File: src/rtl/line_pair_ctrl.sv
// Line-buffer controller: turns vs/de/pixel into ping-pong RAM strobes and emits (current, above)
// pixel pairs. Define LINE_PAIR_EDGE_REPLICATE_EN to replicate the top line into up_pix.
module line_pair_ctrl #(
   parameter int unsigned DATA_WIDTH = 8,
   parameter int unsigned ADDR_WIDTH = 11,
   parameter int unsigned LINE_LEN   = 1280
) (
   input  logic                  clk,
   input  logic                  reset,
   input  logic                  vs_in,
   input  logic                  de_in,
   input  logic [DATA_WIDTH-1:0] pix_in,
   output logic                  ram_we,
   output logic                  ram_re,
   output logic [DATA_WIDTH-1:0] ram_wdata,
   output logic                  ram_swap,
   input  logic [DATA_WIDTH-1:0] ram_rdata,
   output logic                  de_out,
   output logic [DATA_WIDTH-1:0] cur_pix,
   output logic [DATA_WIDTH-1:0] up_pix,
   output logic                  up_valid,
   output logic [ADDR_WIDTH-1:0] line_cnt,
   output logic                  len_err
);

   typedef enum logic [1:0] {StIdle, StSync, StFirst, StStream} state_e;

   localparam int unsigned ColW = ADDR_WIDTH + 1;
   localparam logic [ColW-1:0]       LineLen = ColW'(LINE_LEN);
   localparam logic [ColW-1:0]       ColMax  = '1;
   localparam logic [ADDR_WIDTH-1:0] CntMax  = '1;

   state_e                  state_q, state_d;
   logic                    vs_q, de_q;
   logic [ColW-1:0]         col_q, col_d;
   logic [ADDR_WIDTH-1:0]   line_cnt_q, line_cnt_d;
   logic                    len_err_q, len_err_d;
   logic                    we_q, we_d, re_q, re_d, swap_q, swap_d;
   logic [DATA_WIDTH-1:0]   wdata_q, wdata_d;
   logic                    first1_q, first1_d;
   logic                    v2_q, first2_q;
   logic [DATA_WIDTH-1:0]   cur2_q;
   logic                    de_out_q, de_out_d, up_valid_q, up_valid_d;
   logic [DATA_WIDTH-1:0]   cur_pix_q, cur_pix_d, up_pix_q, up_pix_d;

   logic vs_rise, de_fall, in_range, accept, overflow, line_end;

   always_comb begin
      vs_rise    = vs_in & ~vs_q;
      de_fall    = de_q & ~de_in;
      in_range   = (col_q < LineLen);
      accept     = 1'b0;
      overflow   = 1'b0;
      line_end   = 1'b0;
      state_d    = state_q;
      col_d      = col_q;
      line_cnt_d = line_cnt_q;
      len_err_d  = len_err_q;

      // A frame start aborts whatever line is in flight.
      if (vs_rise) begin
         state_d    = StSync;
         col_d      = '0;
         line_cnt_d = '0;
         len_err_d  = 1'b0;
      end else begin
         unique case (state_q)
            StIdle: ;
            StSync: if (!de_in) state_d = StFirst;
            StFirst, StStream: begin
               if (de_in) begin
                  accept   = in_range;
                  overflow = ~in_range;
                  if (col_q != ColMax) col_d = col_q + 1'b1;
               end else if (de_fall) begin
                  line_end = 1'b1;
                  col_d    = '0;
                  state_d  = StStream;
               end
            end
            default: state_d = StIdle;
         endcase
         if (overflow || (line_end && in_range)) len_err_d = 1'b1;
         if (line_end && (line_cnt_q != CntMax)) line_cnt_d = line_cnt_q + 1'b1;
      end

      we_d     = accept;
      re_d     = accept & (state_q == StStream);
      wdata_d  = accept ? pix_in : wdata_q;
      first1_d = (state_q == StFirst);
      swap_d   = line_end;
   end

   // Output stage: pair the delayed pixel with the buffer's read data.
   always_comb begin
      de_out_d   = v2_q;
      cur_pix_d  = cur_pix_q;
      up_pix_d   = up_pix_q;
      up_valid_d = up_valid_q;
      if (v2_q) begin
         cur_pix_d = cur2_q;
         if (first2_q) begin
`ifdef LINE_PAIR_EDGE_REPLICATE_EN
            up_pix_d   = cur2_q;
            up_valid_d = 1'b1;
`else
            up_pix_d   = '0;
            up_valid_d = 1'b0;
`endif
         end else begin
            up_pix_d   = ram_rdata;
            up_valid_d = 1'b1;
         end
      end
   end

   always_ff @(posedge clk or negedge reset) begin
      if (!reset) begin
         state_q    <= StIdle;
         vs_q       <= 1'b0;
         de_q       <= 1'b0;
         col_q      <= '0;
         line_cnt_q <= '0;
         len_err_q  <= 1'b0;
         we_q       <= 1'b0;
         re_q       <= 1'b0;
         swap_q     <= 1'b0;
         wdata_q    <= '0;
         first1_q   <= 1'b0;
         v2_q       <= 1'b0;
         first2_q   <= 1'b0;
         cur2_q     <= '0;
         de_out_q   <= 1'b0;
         cur_pix_q  <= '0;
         up_pix_q   <= '0;
         up_valid_q <= 1'b0;
      end else begin
         state_q    <= state_d;
         vs_q       <= vs_in;
         de_q       <= de_in;
         col_q      <= col_d;
         line_cnt_q <= line_cnt_d;
         len_err_q  <= len_err_d;
         we_q       <= we_d;
         re_q       <= re_d;
         swap_q     <= swap_d;
         wdata_q    <= wdata_d;
         first1_q   <= first1_d;
         v2_q       <= we_q;
         first2_q   <= first1_q;
         cur2_q     <= wdata_q;
         de_out_q   <= de_out_d;
         cur_pix_q  <= cur_pix_d;
         up_pix_q   <= up_pix_d;
         up_valid_q <= up_valid_d;
      end
   end

   assign ram_we    = we_q;
   assign ram_re    = re_q;
   assign ram_wdata = wdata_q;
   assign ram_swap  = swap_q;
   assign de_out    = de_out_q;
   assign cur_pix   = cur_pix_q;
   assign up_pix    = up_pix_q;
   assign up_valid  = up_valid_q;
   assign line_cnt  = line_cnt_q;
   assign len_err   = len_err_q;

endmodule

File: config.mk
export PLATFORM = sky130hd
export DESIGN_NAME = line_pair_ctrl
export DESIGN_NICKNAME = d
export VERILOG_FILES = /design/src/rtl/line_pair_ctrl.sv
export SDC_FILE = /design/constraint.sdc
export NUM_CORES = 1
export LEC_CHECK = 0
export ABC_AREA = 1
export CORE_MARGIN = 2
export CORE_UTILIZATION = 48
export DETAILED_ROUTE_END_ITERATION = 6
export PLACE_DENSITY = 0.82
export SETUP_SLACK_MARGIN = 0.02
export SLEW_MARGIN = 40
export SYNTH_ARGS = -nofsm -noshare
export SYNTH_HDL_FRONTEND = slang
export SYNTH_SLANG_ARGS = --single-unit
File: constraint.sdc
create_clock -name clk -period 1.6 [get_ports clk]
set_input_delay 0.32 -clock clk [delete_from_list [all_inputs] [get_ports clk]]
set_output_delay 0.32 -clock clk [all_outputs]
set_load 0.005 [all_outputs]
==> results.cfg <==
[run_status]
run_status = finished, final reports clean

[timing]
worstMarginPinSlew_ns = 0.425
timing.final.max_slew_violations = 0
grt_setup_unrepaired = false
final_setup_skew_ns = 0.00838
worst_slew_margin_rel_pct = 71.5
final_critical_path_time_including_i_o_delays_and_setup_ns = 1.54
fmax_mhz = 651
total_of_endpoints_with_negative_setup_slack_in_the_final_report = 0
timing.final.crit_share_pct = 96.0
final-hold-violation-count = 0

[cts]
cts_root_buf = sky130_fd_sc_hd__clkbuf_8
cts_buffers = 9
clock_tree_from_tritoncts = yes
clock_sink_count = 68
h-tree-depth = 3
clkLatencyLatePin_ns = 0.34
clock_tree.buffer_depth = 2
clk_pin_slew_worst_paths_ns = 0.07

[placement]
port_buffer_count = 60
gpl.final_weighted_congestion = 0.844
place.detailed.instances = 492
hpwlAfterDp_um = 4600

[grt]
maximum_number_of_pins_on_one_net_before_global_route_repair = 69
grtUsageTotal_pct = 21.2
number_of_global_route_vias_before_repair = 2532
initial_antenna_violation_count = 0
grt_remaining_overflow = 0
grt_first_pass_wirelength_um = 11900

[worst_setup_path]
timing.rr.end = line_cnt[4]
slowest_cell_delay_on_critical_path_ns = 0.52
cp_slowest_cell = sky130_fd_sc_hd__clkdlybuf4s50_1
cp_data_required_time_ns = 1.28
critical_path_buf_inv_count = 1
launching_point_of_the_worst_reg2reg_path = line_cnt[0]
endpoint_kind = primary output
timing.critical_path.fanout_max = 2
r2r_depth = 10
timing.critical_path.from_type = register
crit_path_cell_trace = clkdlybuf4s50_1
critical_path.top_delay_family = buffers and inverters
class_of_the_most_critical_setup_path = register to primary output
worst-r2r-setup-slack_ns = 0.11
signal_arrival_time_at_the_worst_endpoint_ns = 1.22

[floorplanning]
die-height_um = 83.6
die-width_um = 83.6
fp-row-count = 29
initial_util_pct = 48.7
coreArea_sq_um = 6240
die_area_sq_um = 6990
design.portCount = 61

[power]
power.density_nw_per_um2 = 1240
largest_vdd_supply_drop_mv = 0.826
cellLeakagePower_nw = 2.20
power_w = 0.00531

[yosys]
post-synth-top-area-cell = sky130_fd_sc_hd__dfrtp_1
netlist_instances = 343
synth_most_common_cell = sky130_fd_sc_hd__nand2_1
synth.cell_area_sq_um = 3040
netlist_top_cells_count = sky130_fd_sc_hd__nand2_1, sky130_fd_sc_hd__dfrtp_1, sky130_fd_sc_hd__inv_1
async_flop_share_pct = 100
post_synthesis_register_bit_count = 68
synth_ff_type = sky130_fd_sc_hd__dfrtp_1
net_count_after_synthesis = 365
synth.top_cells.by_area = sky130_fd_sc_hd__dfrtp_1, sky130_fd_sc_hd__nand2_1, sky130_fd_sc_hd__inv_1
yosysWarnings = 0
synth_edf_count = 0
syn_avg_cell_area_sq_um = 8.87
ys_types = 30
top_area_cell_type_share_of_the_netlist_area_pct = 55.9
proportion_of_synthesized_chip_area_in_sequential_cells_pct = 55.9

[routing]
remaining_drc_errors = 0
drt_first_pass_iters = 4
final_antenna_net_count = 0
vias_per_cell = 5.01
drt-total-wl_um = 7070
starting_drc_count_in_detailed_routing = 101
routed_wire_length_per_instance_um = 13.5
route.vias.total = 2631

[run]
maxCapViolations = 0

[min_path]
hp-class = register to register
min_from = first1_q
worst_hold_end = first2_q
min_path_cells = 0

[cells_and_area]
final_core_utilization_pct = 68.7
antenna_cells = 0
finalNonFillerCells = 525
design.final.nets = 465
areaGrowthSynthToFinish_pct = 41.0
layout-drive-gt1-share_pct = 20.1
cells in the final DEF (no fill, tap or decap), drive strengths merged:
master / instances
a21o: 1
dlygate4sd2: 2
nand3: 28
nand4: 17
o21bai: 1
o22ai: 1
clkinv: 4
nand3b: 2
inv: 45
buf: 33
o21ai: 20
dfrtp: 68
ha: 2
a31o: 1
clkbuf: 12
dlygate4sd3: 1
nor2: 25
dlymetal6s2s: 8
a22oi: 1
xor2: 1
nand2: 110
clkinvlp: 1
bufinv: 2
or2: 3
clkdlybuf4s50: 49
o211ai: 1
mux2: 9
cell type report:
type                    count  area [sq um]
flip-flops and latches     68          1700
clock inverters             4          72.6
repair inverters            1          5.00
well taps                  77          96.3
multi-input cells         223          1180
fillers                   453          1950
clock buffers              12           145
repair buffers             93           901
inverters                  47           185
power by group:
group | switching [W] | internal, W
clock network | 0.000630 | 0.000919
registers | 0.000221 | 0.00213
logic | 0.000549 | 0.000856
layer usage:
metal	track usage, %	share of wire (%)
met5	0	0
met4	8.06	1.2
met3	5.24	6.1
met2	33.2	48
met1	28.6	44
worst max path at each step:
stage,to,startpoint,slack [ns],cells past startpoint
CTS,ram_wdata[6],ram_wdata[6],0.02,1
global route,col_q[5],col_q[2],0.01,8
finish,line_cnt[7],line_cnt[7],0.06,1
global placement,ram_wdata[7],de_in,-0.04,7
floorplan,col_q[0],col_q[0],0.20,10
detailed placement,ram_wdata[1],de_in,-0.08,7
flip-flops by register name, summed over array words and instances (netlist names), 2 cells and up:
register and count:
col_q 12, cur2_q 8, cur_pix 8, line_cnt 11
ram_wdata 8, state_q 2, up_pix 8
cells by family (layout without fill, tap and decap cells):
family,after synthesis,after routing,synth area share [%]
AO/OA/AOI/OAI,26,26,4.77
XOR/XNOR,1,1,0.288
adder cells (fa/ha/maj),2,2,0.823
buffers and inverters,53,157,6.91
flip-flops,68,68,55.9
multiplexers,9,9,3.33
AND/OR/NAND/NOR,184,185,27.9
what timing repair did:
action                     in CTS  in global routing
setup endpoints to repair      11                 28
gates resized for setup         4                 24
setup buffers                  10                  4
pin swaps                       0                  2
hold buffers                    1                  0
hold endpoints to repair        5                  0
cloned                          0                  2
metrics by stage:
stage	area [sq um]	TNS [ns]	worst slack (ns)	hold WS, ns
final	4290	0	0.0637	0.356
after global placement	3870	-0.461	-0.0355	0.334
after floorplan	3040	0	0.197	0.0244
after detailed placement	3870	-1.12	-0.0815	0.336
after CTS	4180	0	0.0205	0.354
after global routing	4290	0	0.0137	0.377
(Power assumes the default switching activity.)
